### src/rtl/suma_pf_secuencial_pkg.sv
// ----------------------------------------------------------------------------
// suma_pf_secuencial_pkg : FSM states, flag bit positions and rounding helper
// Rev 1.0
// ----------------------------------------------------------------------------
`default_nettype none

package suma_pf_secuencial_pkg;

  typedef enum logic [2:0] {
    IDLE  = 3'd0,
    ALIGN = 3'd1,
    ADD   = 3'd2,
    NORM  = 3'd3,
    ROUND = 3'd4,
    DONE  = 3'd5
  } state_t;

  localparam int FLAG_INVALID   = 3;
  localparam int FLAG_OVERFLOW  = 2;
  localparam int FLAG_UNDERFLOW = 1;
  localparam int FLAG_INEXACT   = 0;

  // Round-to-nearest-even increment decision from lsb and guard/round/sticky.
  function automatic logic rne_inc(input logic lsb, input logic g, input logic r, input logic s);
    return g & (r | s | lsb);
  endfunction

endpackage

`default_nettype wire

### src/rtl/suma_pf_secuencial_lzc.sv
// ----------------------------------------------------------------------------
// suma_pf_secuencial_lzc : combinational leading-zero counter (all-zero -> N)
// Rev 1.0
// ----------------------------------------------------------------------------
`default_nettype none

module suma_pf_secuencial_lzc #(
  parameter int N  = 27,
  parameter int CW = $clog2(N + 1)
) (
  input  logic [N-1:0]  vec_i,
  output logic [CW-1:0] cnt_o
);

  logic found;

  always_comb begin
    cnt_o = CW'(N);
    found = 1'b0;
    for (int i = N - 1; i >= 0; i--) begin
      if (!found && vec_i[i]) begin
        cnt_o = CW'(N - 1 - i);
        found = 1'b1;
      end
    end
  end

endmodule

`default_nettype wire

### src/rtl/suma_pf_secuencial.sv
// ----------------------------------------------------------------------------
// suma_pf_secuencial : multi-cycle IEEE-754 style FP add/sub, RNE, status flags
// Rev 1.0
// ----------------------------------------------------------------------------
`default_nettype none

module suma_pf_secuencial
  import suma_pf_secuencial_pkg::*;
#(
  parameter int EXP_W = 8,
  parameter int MAN_W = 23
) (
  input  logic                   clk,
  input  logic                   rst,
  input  logic                   in_valid,
  output logic                   in_ready,
  input  logic                   op_sub,
  input  logic [EXP_W+MAN_W:0]   a,
  input  logic [EXP_W+MAN_W:0]   b,
  output logic                   out_valid,
  input  logic                   out_ready,
  output logic [EXP_W+MAN_W:0]   result,
  output logic [3:0]             flags
);

  localparam int W  = 1 + EXP_W + MAN_W;
  localparam int EW = EXP_W + 2;
  localparam int MW = MAN_W + 4;
  localparam int SW = MAN_W + 5;
  localparam int LW = $clog2(MW + 1);
  localparam logic [W-1:0] QNAN = {1'b0, {EXP_W{1'b1}}, 1'b1, {(MAN_W-1){1'b0}}};
  localparam logic signed [EW-1:0] E_MAX = EW'((1 << EXP_W) - 1);

  state_t state_q, state_d;

  logic                 sa_q, sb_q, sgn_q, sub_q, spec_q, zero_q, uf_q;
  logic [EXP_W-1:0]     ea_q, eb_q;
  logic [MAN_W:0]       ma_q, mb_q;
  logic [W-1:0]         spec_res_q, result_q;
  logic [3:0]           spec_flg_q, flags_q;
  logic signed [EW-1:0] exp_q;
  logic [MW-1:0]        mbig_q, msml_q, nm_q;
  logic [SW-1:0]        sum_q;

  logic [EXP_W-1:0] w_ea, w_eb;
  logic [MAN_W-1:0] w_fa, w_fb;
  logic             w_sb, w_a_max, w_b_max, w_a_nan, w_b_nan, w_a_inf, w_b_inf, w_a_zero, w_b_zero;
  logic             w_spec;
  logic [W-1:0]     w_spec_res;
  logic [3:0]       w_spec_flg;

  assign w_ea     = a[W-2:MAN_W];
  assign w_eb     = b[W-2:MAN_W];
  assign w_fa     = a[MAN_W-1:0];
  assign w_fb     = b[MAN_W-1:0];
  assign w_sb     = b[W-1] ^ op_sub;
  assign w_a_max  = &w_ea;
  assign w_b_max  = &w_eb;
  assign w_a_nan  = w_a_max & (|w_fa);
  assign w_b_nan  = w_b_max & (|w_fb);
  assign w_a_inf  = w_a_max & ~(|w_fa);
  assign w_b_inf  = w_b_max & ~(|w_fb);
  assign w_a_zero = ~(|w_ea);
  assign w_b_zero = ~(|w_eb);

  always_comb begin
    w_spec     = 1'b1;
    w_spec_res = QNAN;
    w_spec_flg = '0;
    if (w_a_nan || w_b_nan || (w_a_inf && w_b_inf && (a[W-1] != w_sb))) begin
      w_spec_flg[FLAG_INVALID] = 1'b1;
    end else if (w_a_inf) begin
      w_spec_res = {a[W-1], {EXP_W{1'b1}}, {MAN_W{1'b0}}};
    end else if (w_b_inf) begin
      w_spec_res = {w_sb, {EXP_W{1'b1}}, {MAN_W{1'b0}}};
    end else begin
      w_spec = 1'b0;
    end
  end

  // Alignment: order operands by magnitude, shift the smaller one into GRS.
  logic             w_swap, w_sbig;
  logic [EXP_W-1:0] w_ebig, w_esml;
  logic [MAN_W:0]   w_mbig, w_msml;
  logic [EW-1:0]    w_diff;
  logic [MW-1:0]    w_xs, w_sh, w_al;

  always_comb begin
    w_swap = {eb_q, mb_q} > {ea_q, ma_q};
    w_sbig = w_swap ? sb_q : sa_q;
    w_ebig = w_swap ? eb_q : ea_q;
    w_esml = w_swap ? ea_q : eb_q;
    w_mbig = w_swap ? mb_q : ma_q;
    w_msml = w_swap ? ma_q : mb_q;
    w_diff = {2'b00, w_ebig} - {2'b00, w_esml};
    w_xs   = {w_msml, 3'b000};
    w_sh   = w_xs >> w_diff;
    if (w_diff >= EW'(MAN_W + 3)) begin
      w_al = {{(MW-1){1'b0}}, |w_xs};
    end else begin
      w_al = {w_sh[MW-1:1], w_sh[0] | (|(w_xs & ~({MW{1'b1}} << w_diff)))};
    end
  end

  logic [LW-1:0]        w_lz;
  logic [MW-1:0]        w_nl;
  logic signed [EW-1:0] w_ne;

  suma_pf_secuencial_lzc #(.N(MW), .CW(LW)) u_lzc (
    .vec_i (sum_q[MW-1:0]),
    .cnt_o (w_lz)
  );

  assign w_nl = sum_q[MW-1:0] << w_lz;
  assign w_ne = exp_q - $signed(EW'(w_lz));

  logic                 w_inc;
  logic [MAN_W+1:0]     w_rm;
  logic signed [EW-1:0] w_re;
  logic [W-1:0]         w_res;
  logic [3:0]           w_flg;

  always_comb begin
    w_inc = rne_inc(nm_q[3], nm_q[2], nm_q[1], nm_q[0]);
    w_rm  = {1'b0, nm_q[MW-1:3]} + {{(MAN_W+1){1'b0}}, w_inc};
    w_re  = w_rm[MAN_W+1] ? exp_q + EW'(1) : exp_q;
    // On a rounding carry the low mantissa bits are already zero (1.000...).
    w_res = {sgn_q, w_re[EXP_W-1:0], w_rm[MAN_W-1:0]};
    w_flg = '0;
    if (spec_q) begin
      w_res = spec_res_q;
      w_flg = spec_flg_q;
    end else if (zero_q) begin
      w_res                 = {sgn_q, {(EXP_W+MAN_W){1'b0}}};
      w_flg[FLAG_UNDERFLOW] = uf_q;
    end else if (w_re >= E_MAX) begin
      w_res                = {sgn_q, {EXP_W{1'b1}}, {MAN_W{1'b0}}};
      w_flg[FLAG_OVERFLOW] = 1'b1;
      w_flg[FLAG_INEXACT]  = 1'b1;
    end else begin
      w_flg[FLAG_INEXACT] = |nm_q[2:0];
    end
  end

  always_ff @(posedge clk) begin
    if (rst) state_q <= IDLE;
    else     state_q <= state_d;
  end

  always_comb begin
    state_d   = state_q;
    in_ready  = 1'b0;
    out_valid = 1'b0;
    case (state_q)
      IDLE: begin
        in_ready = 1'b1;
        if (in_valid) state_d = ALIGN;
      end
      ALIGN:   state_d = ADD;
      ADD:     state_d = NORM;
      NORM:    state_d = ROUND;
      ROUND:   state_d = DONE;
      DONE: begin
        out_valid = 1'b1;
        if (out_ready) state_d = IDLE;
      end
      default: state_d = IDLE;
    endcase
  end

  always_ff @(posedge clk) begin
    if (rst) begin
      sa_q <= 1'b0; sb_q <= 1'b0; sgn_q <= 1'b0; sub_q <= 1'b0;
      spec_q <= 1'b0; zero_q <= 1'b0; uf_q <= 1'b0;
      ea_q <= '0; eb_q <= '0; ma_q <= '0; mb_q <= '0;
      spec_res_q <= '0; spec_flg_q <= '0; result_q <= '0; flags_q <= '0;
      exp_q <= '0; mbig_q <= '0; msml_q <= '0; nm_q <= '0; sum_q <= '0;
    end else begin
      case (state_q)
        IDLE: if (in_valid) begin
          sa_q       <= a[W-1];
          sb_q       <= w_sb;
          ea_q       <= w_a_zero ? '0 : w_ea;
          eb_q       <= w_b_zero ? '0 : w_eb;
          ma_q       <= w_a_zero ? '0 : {1'b1, w_fa};
          mb_q       <= w_b_zero ? '0 : {1'b1, w_fb};
          spec_q     <= w_spec;
          spec_res_q <= w_spec_res;
          spec_flg_q <= w_spec_flg;
        end
        ALIGN: begin
          sgn_q  <= w_sbig;
          sub_q  <= sa_q ^ sb_q;
          exp_q  <= $signed({2'b00, w_ebig});
          mbig_q <= {w_mbig, 3'b000};
          msml_q <= w_al;
        end
        ADD: sum_q <= sub_q ? ({1'b0, mbig_q} - {1'b0, msml_q}) : ({1'b0, mbig_q} + {1'b0, msml_q});
        NORM: begin
          if (sum_q[SW-1]) begin
            nm_q   <= {sum_q[SW-1:2], sum_q[1] | sum_q[0]};
            exp_q  <= exp_q + EW'(1);
            zero_q <= 1'b0;
            uf_q   <= 1'b0;
          end else if (sum_q == '0) begin
            // Exact cancellation gives +0; only like-signed zeros keep their sign.
            nm_q   <= '0;
            zero_q <= 1'b1;
            uf_q   <= 1'b0;
            sgn_q  <= sub_q ? 1'b0 : sgn_q;
          end else if (w_ne <= 0) begin
            nm_q   <= '0;
            zero_q <= 1'b1;
            uf_q   <= 1'b1;
          end else begin
            nm_q   <= w_nl;
            exp_q  <= w_ne;
            zero_q <= 1'b0;
            uf_q   <= 1'b0;
          end
        end
        ROUND: begin
          result_q <= w_res;
          flags_q  <= w_flg;
        end
        default: ;
      endcase
    end
  end

  assign result = result_q;
  assign flags  = flags_q;

endmodule

`default_nettype wire

### config.mk
export PLATFORM = sky130hd
export DESIGN_NAME = suma_pf_secuencial
export DESIGN_NICKNAME = d
export VERILOG_FILES = /design/src/rtl/suma_pf_secuencial_pkg.sv /design/src/rtl/suma_pf_secuencial_lzc.sv /design/src/rtl/suma_pf_secuencial.sv
export SDC_FILE = /design/constraint.sdc
export NUM_CORES = 1
export LEC_CHECK = 0
export CORE_AREA = 5 5 136 268
export DETAILED_ROUTE_END_ITERATION = 10
export DIE_AREA = 0 0 141 273
export GPL_ROUTABILITY_DRIVEN = 0
export GPL_TIMING_DRIVEN = 1
export PLACE_DENSITY = 0.76
export SETUP_SLACK_MARGIN = 0.1
export SYNTH_ARGS = -nofsm -noshare
export SYNTH_HDL_FRONTEND = slang
export SYNTH_SLANG_ARGS = --single-unit
### constraint.sdc
create_clock -name clk -period 10.8 [get_ports clk]
set_input_delay 1.62 -clock clk [delete_from_list [all_inputs] [get_ports clk]]
set_output_delay 1.62 -clock clk [all_outputs]
set_load 0.005 [all_outputs]
Yosys cells after proc, flatten, opt, wreduce, memory -nomap -nowiden

Cells that the tools add are included.

Add/sub/neg operators: 6
Magnitude comparators: 4
Equal/unequal tests: 13
Shifts and indexed selects: 3
Muxes and demuxes: 103
Bitwise gates (word level): 15
Reductions and logical operators: 72

Operators by type and width:

| kind                                                                 | number |
|---|---|
| 5-bit two-way mux                                                    | 27 |
| 32-bit two-way mux                                                   | 4 |
| 27-bit two-way mux                                                   | 4 |
| 24-bit two-way mux                                                   | 4 |
| 31-bit two-way mux                                                   | 2 |
| 1-bit two-way mux                                                    | 47 |
| 23-bit OR reduction                                                  | 2 |
| 10-bit two-way mux                                                   | 4 |
| 32-bit greater-than comparator                                       | 1 |
| 8-bit two-way mux                                                    | 4 |
| 27-bit by 27-bit adder with 28-bit output                            | 1 |
| 1-bit logical AND                                                    | 28 |
| 28-bit zero test                                                     | 1 |
| 28-bit two-way mux                                                   | 1 |
| 27-bit by 27-bit subtractor with 28-bit output                       | 1 |
| 27-bit AND                                                           | 1 |
| 27-bit NOT                                                           | 1 |
| 27-bit OR reduction                                                  | 1 |
| 27-bit by 10-bit << shifter with 27-bit output, first input constant | 1 |
| 27-bit by 5-bit << shifter with 27-bit output                        | 1 |
| 27-bit by 10-bit right shift with 27-bit output                      | 1 |
| 1-bit zero test                                                      | 26 |
| 24-bit by 1-bit adder with 25-bit output                             | 1 |
| 24-bit OR reduction                                                  | 1 |
| 29 further kinds                                                     | 51 |

Flip-flop bits (word level): 259
Output and inout bits: 38

Depth between registers and ports, before layout

Gate-level depths: netlist of the first run.

Depth in word-level cells: 85
Depth in mapped cells: 26

Cells and area by module

From an unflattened synthesis of the first run, not the netlist that was laid out.

Cells, all modules: 2291
Area total of the unflattened synthesis: 17429.2 um^2

Modules (own cells, without submodules):

| module                 | instances | cells an instance | area each (um^2) |
|---|---|---|---|
| suma_pf_secuencial     | 1         | 2240              | 17141.4 |
| suma_pf_secuencial_lzc | 1         | 51                | 287.8 |

Worst setup path before layout of the first run

OpenSTA, ideal clock, no wires.

Path type: reg2reg
Start point: register sum_q[16]
End point: register nm_q[21]
Arrival time: 5.002 ns
Slack: 5.684 ns
Cell stages (with the launch flop): 23
Period minus slack after synthesis: 5.116 ns
Path through: dfxtp_1 > or3_1 > nor4_1 > and3_1 > inv_2 > o311ai_1 > nor2_1 > inv_1 > buf_1 > clkbuf_1 > ha_1 > nor2b_1 > o21ai_0 > a21boi_0 > o21a_1 > or3_1 > a32oi_1 > o21ai_0 > or3_1 > buf_2 > nor2_1 > a21oi_1 > a2111oi_0

Longest elaborated chain between the ends: 55
Elaborated cells between the ends (all ways): 73
Classes of those cells: add/sub: 1; order compare: 1; shift: 1; mux: 36; reduce/logical: 34

RTL lines:

| item                                                       | line                         | RTL |
|---|---|---|
| start: declaration                                         | suma_pf_secuencial.sv:43     | `logic [SW-1:0] sum_q;` |
| start signal: assignment                                   | suma_pf_secuencial.sv:198    | `ADD: sum_q <= sub_q ? ({1'b0, mbig_q} - {1'b0, msml_q}) : ({1'b0, mbig_q} + {1'b0, msml_q});` |
| 1-bit logical AND                                          | suma_pf_secuencial_lzc.sv:21 | `if (!found && vec_i[i]) begin` |
| 1-bit two-way mux                                          | suma_pf_secuencial_lzc.sv:21 |  |
| 1-bit zero test                                            | suma_pf_secuencial_lzc.sv:21 |  |
| 1-bit logical AND                                          | suma_pf_secuencial_lzc.sv:21 |  |
| 1-bit two-way mux                                          | suma_pf_secuencial_lzc.sv:21 |  |
| 1-bit zero test                                            | suma_pf_secuencial_lzc.sv:21 |  |
| 1-bit logical AND                                          | suma_pf_secuencial_lzc.sv:21 |  |
| 1-bit two-way mux                                          | suma_pf_secuencial_lzc.sv:21 |  |
| [... 39 more ...]                                          | n/a                          |  |
| 1-bit zero test                                            | suma_pf_secuencial_lzc.sv:21 |  |
| 1-bit logical AND                                          | suma_pf_secuencial_lzc.sv:21 |  |
| 5-bit two-way mux                                          | suma_pf_secuencial_lzc.sv:21 |  |
| 10-bit by 6-bit subtractor with 10-bit output              | suma_pf_secuencial.sv:115    | `assign w_ne = exp_q - $signed(EW'(w_lz));` |
| 10-bit by 1-bit less-or-equal comparator with 1-bit output | suma_pf_secuencial.sv:211    | `end else if (w_ne <= 0) begin` |
| 27-bit two-way mux                                         | suma_pf_secuencial.sv:211    |  |
| 27-bit two-way mux *                                       | suma_pf_secuencial.sv:205    | `end else if (sum_q == '0) begin` |
| 27-bit two-way mux *                                       | suma_pf_secuencial.sv:200    | `if (sum_q[SW-1]) begin` |
| end signal: assignment                                     | suma_pf_secuencial.sv:201    | `nm_q <= {sum_q[SW-1:2], sum_q[1] \| sum_q[0]};` |
| end signal: assignment                                     | suma_pf_secuencial.sv:216    | `nm_q <= w_nl;` |
| end: declaration                                           | suma_pf_secuencial.sv:42     | `logic [MW-1:0] mbig_q, msml_q, nm_q;` |

Mark *: on every way between the ends. The rest lies on a longest branch, timed or not.
A chain may end at the register's enable or synchronous reset.

Worst setup path in the final report of the first run

Start point: register sum_q[16]
End point: register exp_q[9]

Longest elaborated chain between the ends: 55
Elaborated cells between the ends (all ways): 76
Classes of those cells: add/sub: 1; order compare: 1; eq/ne: 2; mux: 37; reduce/logical: 35

RTL lines:

| item                                                       | line                      | RTL |
|---|---|---|
| branches (longest 55 deep; another with 1-bit logical AND) | n/a                       |  |
| end signal: assignment                                     | suma_pf_secuencial.sv:194 | `exp_q <= $signed({2'b00, w_ebig});` |
| end signal: assignment                                     | suma_pf_secuencial.sv:202 | `exp_q <= exp_q + EW'(1);` |
| end signal: assignment                                     | suma_pf_secuencial.sv:217 | `exp_q <= w_ne;` |
| end: declaration                                           | suma_pf_secuencial.sv:41  | `logic signed [EW-1:0] exp_q;` |

Several ways; the timed one is not identified. The select of a mux whose other input is x is not followed.

==> flow_summary_export.csv, run 1 <==
group,metric,value,unit
min_path,hp-class,"reg -> reg",
synth,yosysSeqAreaShare,26.3,%
min_path,holdPathEnd,"flags[0]$_SDFFE_PP0P_",
power_and_ir_drop,finalPower,3.79,mW
cells_and_area,syn2layout_area_growth,11.0,%
floorplanning,placementRows,96,
cells_and_area,final_cells,2807,
power_and_ir_drop,internal_power,2.01,mW
place,place_inst,2765,
route,wl_per_cell,22.3,um
cells_and_area,fin_area,19400,sq um
synth,yosysTopAreaCellShare,26.3,%
synth,synth-seq-cells,230,
synth,synth_compound_area_share,28.3,%
global_route,grt_usage,31.6,%
synth,synth_commonest_cells,"nor2_1 (273), nand2_1 (262), dfxtp_1 (230)",
place,dp_slack,3970,ps
setup_path,r2r_start,"sum_q[16]$_SDFFE_PP0P_",
setup_path,start_kind,"flip-flop",
timing,fin_skew,10.8,ps
route,vias_per_cell,6.69,
floorplanning,die_h,273,um
synth,ys.warnings.count,0,
clocking,cts_hold_buf,0,
setup_path,arrival,7610,ps
run,cap_violations,0,
timing,fin_crit_sh,66.1,%
setup_path,critical_path.endpoint_type,"flip-flop",
clocking,clk_pin_slew,60,ps
power_and_ir_drop,vdd_drop_max,0.000159,V
cells_and_area,drive_gt1_share,6.00,%
power_and_ir_drop,clkPwrFrac,22.2,%
clocking,clock-sinks,230,
setup_path,cp_data_required_time,11270,ps
timing,final_max_slew_viol_count,0,
synth,async_flop_share,0,%
synth,yosys.area_share.xor_xnor,2.90,%
power_and_ir_drop,power.density,195,nW/um^2
place,port_buffers,106,
setup_path,cp_max_fo,24,
timing,fin_ws,3660,ps
setup_path,worstSetupPathType,"reg -> reg",
place,dpl_cell_area,18700,sq um
cells_and_area,insertedDiodeCount,0,
timing,relSlewSlack,9.15,%
synth,synthesis.nets,2515,
timing,tightest_slew,1350,ps
outcome,outcome,"finished clean",
timing,finalSetupTns,0,ps
clocking,clk_latency,550,ps
timing,rsz0062_at_grt,"no",
power_and_ir_drop,p_sw,1.79,mW
synth,synth_edf_count,0,
timing,max_freq,0.140,GHz
setup_path,r2r_slack,3660,ps
synth,synth_fa_ha_area_share,6.59,%
global_route,first_global_vias,18500,
power_and_ir_drop,sequentialPowerShare,26.4,%
synth,syn-cell-area,17500,sq um
cells_and_area,nFillCells,3219,
global_route,grt_max_degree,72,
route,ant_nets,0,
synth,synth-main-ff-cell,"dfxtp_1",
clocking,post-cts-setup-buffers,0,
clocking,cts_tree,"built",
timing,final-hold-violation-count,0,
global_route,use_met3,5.87,%
synth,synth.distinct_cells,102,
synth,yosysMostFrequentCell,"nor2_1",
synth,yosys.area_share.simple,22.5,%
clocking,clock-root-buffer,"clkbuf_16",
clocking,cts_resized,0,
clocking,cts_max_level,1,
floorplanning,die_w,141,um
power_and_ir_drop,p_leak,7.22,nW
timing,period_minus_slack,7140,ps
global_route,overflow,0,
min_path,hold_depth,2,
timing,setup_viol,0,
route,num_vias,18800,
min_path,hp-start,"flags[0]$_SDFFE_PP0P_",
floorplanning,start_util,51.3,%
global_route,gr-usage-met1,29.9,%
cells_and_area,finalNetCount,2509,
clocking,cts_buffer_depth,3,
setup_path,rr_endpoint,"exp_q[9]$_SDFFE_PP0P_",
floorplanning,dieArea,38500,sq um
synth,synth.area.top_cells,"dfxtp_1 (26%), ha_1 (6.4%), nor2_1 (5.9%)",
route,drt_wl_total,62600,um
route,drtIter0Drc,2063,
synth,netlist_instances,2355,
setup_path,r2r_cells,19,
global_route,gr-usage-met2,58.0,%
synth,yosys.area.top_type,"dfxtp_1",
power_and_ir_drop,switching_share,47.1,%
floorplanning,core_area,34100,sq um
global_route,antenna_found_initial,0,
route,drcViolationCount,0,
global_route,grt_pass1_wl,97900,um
clocking,cts_made_buffers,23,
route,drtPass1Iterations,9,
synth,synth_top_family_by_area,"compound AO/OA/AOI/OAI gates",
synth,syn_area_per_cell,7.44,sq um
place,dp_hpwl,46400,um
power_and_ir_drop,combPwrFrac,51.4,%
synth,synth.mux.area_fraction,6.71,%
global_route,top_usage_layer,"met2",
floorplanning,ios,107,
[metal layers]
layer	vias to the layer above	wire [um]
li1	8611	-
met1	8688	20200
met2	1024	31700
met3	443	4320
met4	0	6400
met5	-	0
[how the worst max path moves through the flow]
stage | start | end | slack, ps | depth (start not counted)
2_1_floorplan | sum_q[16]$_SDFFE_PP0P_ | nm_q[21]$_SDFFE_PP0P_ | 5680 | 22
3_3_place_gp | ea_q[0]$_SDFFE_PP0P_ | msml_q[0]$_SDFFE_PP0P_ | 4130 | 21
3_5_place_dp | ea_q[0]$_SDFFE_PP0P_ | msml_q[0]$_SDFFE_PP0P_ | 3970 | 21
4_1_cts | ea_q[0]$_SDFFE_PP0P_ | msml_q[0]$_SDFFE_PP0P_ | 3950 | 21
5_1_grt | ea_q[0]$_SDFFE_PP0P_ | msml_q[0]$_SDFFE_PP0P_ | 3180 | 21
6_report | sum_q[16]$_SDFFE_PP0P_ | exp_q[9]$_SDFFE_PP0P_ | 3660 | 19
[through the flow]
stage	hold slack, ps	util (%)
after CTS	459	57.0
after global placement	445	54.7
after detailed placement	459	54.7
after global routing	481	57.0
after floorplan	440	-
final	462	57.0
[kinds of logic after synthesis]
group / Yosys count
AO/OA/AOI/OAI: 740
XOR/XNOR: 58
adder cells (fa/ha/maj): 91
buffers and inverters: 288
flip-flops: 230
multiplexers: 102
AND/OR/NAND/NOR: 846
[layout make-up]
type / instances / area, sq um / share of cell area [%]
clock inverters: 8 / 78.8 / 0.405
clock buffers: 34 / 707 / 3.64
repair buffers: 136 / 1290 / 6.62
flip-flops and latches: 230 / 4600 / 23.7
multi-input cells: 1837 / 11800 / 60.5
well taps: 441 / 552 / 2.84
inverters: 121 / 454 / 2.34
[state kept, by name, indices dropped and copies added, names as in the netlist, 3 cells and up]
| signal | cells |
|---|---|
| result | 32 |
| exp_q | 10 |
| mbig_q | 24 |
| nm_q | 27 |
| msml_q | 27 |
| sum_q | 28 |
| spec_res_q | 3 |
| mb_q | 24 |
| flags | 4 |
| ea_q | 8 |
| eb_q | 8 |
| ma_q | 24 |
| state_q | 3 |
[power by group through the flow]
stage / Sequential (mW) / Clock, mW / Combinational, mW
after floorplan: 0.967 / 0 / 1.37
after global placement: 1.01 / 0 / 1.80
after detailed placement: 1.01 / 0 / 1.83
after CTS: 0.995 / 0.849 / 1.84
after global routing: 1.01 / 0.882 / 2.08
final: 1.00 / 0.844 / 1.95
[placed cells by master, fill, tap and decap left out, drive strengths merged, types with 83 or more instances in the layout]
cell | synthesis | routed
nor3 | 83 | 83
nand2 | 262 | 262
inv | 118 | 119
o21ai | 134 | 134
a21oi | 199 | 199
nor2 | 275 | 275
dfxtp | 230 | 230
a22oi | 94 | 94
ha | 89 | 89
clkdlybuf4s50 | 0 | 105
[critical path, cell delays in order (launching register included)]
cell      delay, ps
dfxtp_1         390
or3_1           450
nor4_1          270
and3_1          450
inv_2           180
o311ai_1        950
or3_1           710
clkinv_1        230
buf_4           280
ha_1            340
o21ai_0         120
a21boi_0        180
o21ai_0         300
nand4b_1        230
a32oi_1         250
o21a_1          180
or3_1           130
nand3_1         460
or4b_2          790
a21oi_1         150
(Power assumes the default switching activity.)
==> run 2, diff against run 1 <==
Clock period 10.8 ns to 7.1 ns, I/O delays scaled along.
==> run 2 against run 1 <==
Count of clock-buffer cells in the layout fell by 4. Sequential share of layout area fell by 0.087 points. Cell count rose by 0.11%. Register-to-register slack got worse by 3000 ps. Clock skew fell by 2.8 ps. Clock power rose by 58%. Worst setup slack got worse by 3000 ps. Routed wire length fell by 3.1%. Combinational power rose by 51%. Largest power group unchanged. Fmax rose by 10%. Die area did not move.
==> flow_summary_export.csv, run 2 (synthesis gave the netlist of run 1 again) <==
group,metric,value,unit
outcome,outcome,"finished clean",
route,drt_wl_total,60700,um
clocking,clk_latency,540,ps
global_route,grt_max_degree,112,
timing,setup_viol,0,
global_route,grt_usage,30.2,%
timing,tightest_slew,1230,ps
timing,final-hold-violation-count,0,
power_and_ir_drop,vdd_drop_max,0.000223,V
route,ant_nets,0,
setup_path,cp_data_required_time,7560,ps
route,wl_per_cell,21.6,um
timing,fin_crit_sh,91.0,%
clocking,clock-sinks,230,
route,vias_per_cell,6.64,
clocking,cts_max_level,1,
cells_and_area,largest_reg_flops,32,
route,num_vias,18700,
cells_and_area,drive_gt1_share,6.16,%
cells_and_area,utilization,57.2,%
route,drtPass1Iterations,8,
global_route,antenna_found_initial,1,
timing,final_max_slew_viol_count,0,
run,cap_violations,0,
timing,relSlewSlack,17.6,%
floorplanning,die_h,273,um
clocking,cts_made_buffers,23,
timing,period_minus_slack,6460,ps
route,drtIter0Drc,2097,
clocking,cts_resized,0,
setup_path,cp_max_fo,20,
setup_path,arrival,6920,ps
clocking,post-cts-setup-buffers,0,
setup_path,critical_path.endpoint_type,"flip-flop",
setup_path,worstSetupPathType,"reg -> reg",
global_route,grt_pass1_wl,94200,um
floorplanning,start_util,51.3,%
floorplanning,core_area,34100,sq um
cells_and_area,insertedDiodeCount,0,
setup_path,r2r_slack,640,ps
cells_and_area,seq_area,4600,sq um
clocking,cts_tree,"built",
timing,max_freq,0.155,GHz
floorplanning,dieArea,38500,sq um
setup_path,start_kind,"flip-flop",
power_and_ir_drop,p_leak,7.25,nW
clocking,cts_buffer_depth,3,
floorplanning,placementRows,96,
timing,finalSetupTns,0,ps
route,drcViolationCount,0,
floorplanning,ios,107,
cells_and_area,multi_input_area,11800,sq um
floorplanning,die_w,141,um
min_path,hp-class,"reg -> reg",
clocking,cts_hold_buf,0,
cells_and_area,finalNetCount,2513,
power_and_ir_drop,power.density,296,nW/um^2
place,dp_hpwl,45700,um
global_route,first_global_vias,17900,
timing,fin_skew,8.00,ps
cells_and_area,nFillCells,3197,
clocking,clk_pin_slew,70,ps
timing,rsz0062_at_grt,"no",
cells_and_area,final_common_cell,"nor2_1",
cells_and_area,most-common-layout-cells,"nor2_1 (272), nand2_1 (261), dfxtp_1 (230)",
timing,holdWs,455,ps
global_route,overflow,0,
place,port_buffers,106,
cells_and_area,syn2layout_area_growth,11.4,%
clocking,clock-root-buffer,"clkbuf_16",
==> run 2: cell count changes in the layout (fill, tap and decap cells not counted), sizes merged <==
| cell | change |
|---|---|
| buf | +4 |
| clkbuf | -4 |
| bufinv | +3 |
==> run 2: cell type report <==
cell class	count	area share, %
clock inverters	11	0.846
repair buffers	140	6.82
clock buffers	30	3.29
well taps	441	2.83
inverters	121	2.33
multi-input cells	1837	60.3
flip-flops and latches	230	23.6
==> run 2: path summary, 6_finish.rpt <==
check,from,end,cells after the start
hold reg to reg,flags[0]$_SDFFE_PP0P_,flags[0]$_SDFFE_PP0P_,2
setup / recovery,sum_q[23]$_SDFFE_PP0P_,exp_q[9]$_SDFFE_PP0P_,23
setup reg to reg,sum_q[23]$_SDFFE_PP0P_,exp_q[9]$_SDFFE_PP0P_,23
hold / removal,flags[0]$_SDFFE_PP0P_,flags[0]$_SDFFE_PP0P_,2
==> run 2: critical path: stages, from the launching register on <==
cell      delay [ps]
dfxtp_1          350
nor4_2           440
and3_1           360
and3_1           470
inv_2            200
nor3_1           520
a21boi_1         170
o21a_1           310
nor2_4           410
inv_2            160
ha_1             230
inv_1             70
fa_1             200
a21o_1           120
a21oi_1           80
o21ai_0          270
xnor2_1          160
nor4_1            60
a32oi_1          240
o21a_1           210
or3_1            160
nand3_2          300
or4b_2           710
a21oi_1          160
==> run 2: per-layer routing <==
metal / track usage, % / vias to the layer above / part of all wire (%)
li1: - / 8640 / -
met1: 28.1 / 8680 / 32
met2: 56.3 / 959 / 51
met3: 4.40 / 376 / 6.0
met4: 25.9 / 2 / 11
met5: 0 / - / 0.046
==> run 2: report_power, final <==
group | internal (mW) | switching, mW
Combinational | 0.957 | 1.98
Clock | 0.783 | 0.543
Sequential | 1.38 | 0.139
Total | 3.12 | 2.67
==> run 2: through the flow <==
stage	total power [mW]	instance area [sq um]	setup WS [ps]	cells
after floorplan	3.56	17500	1980	2355
after global placement	4.27	18700	933	2769
after detailed placement	4.33	18700	648	2769
after CTS	5.65	19500	616	2810
after global routing	6.06	19500	117	2810
final	5.78	19500	638	2810
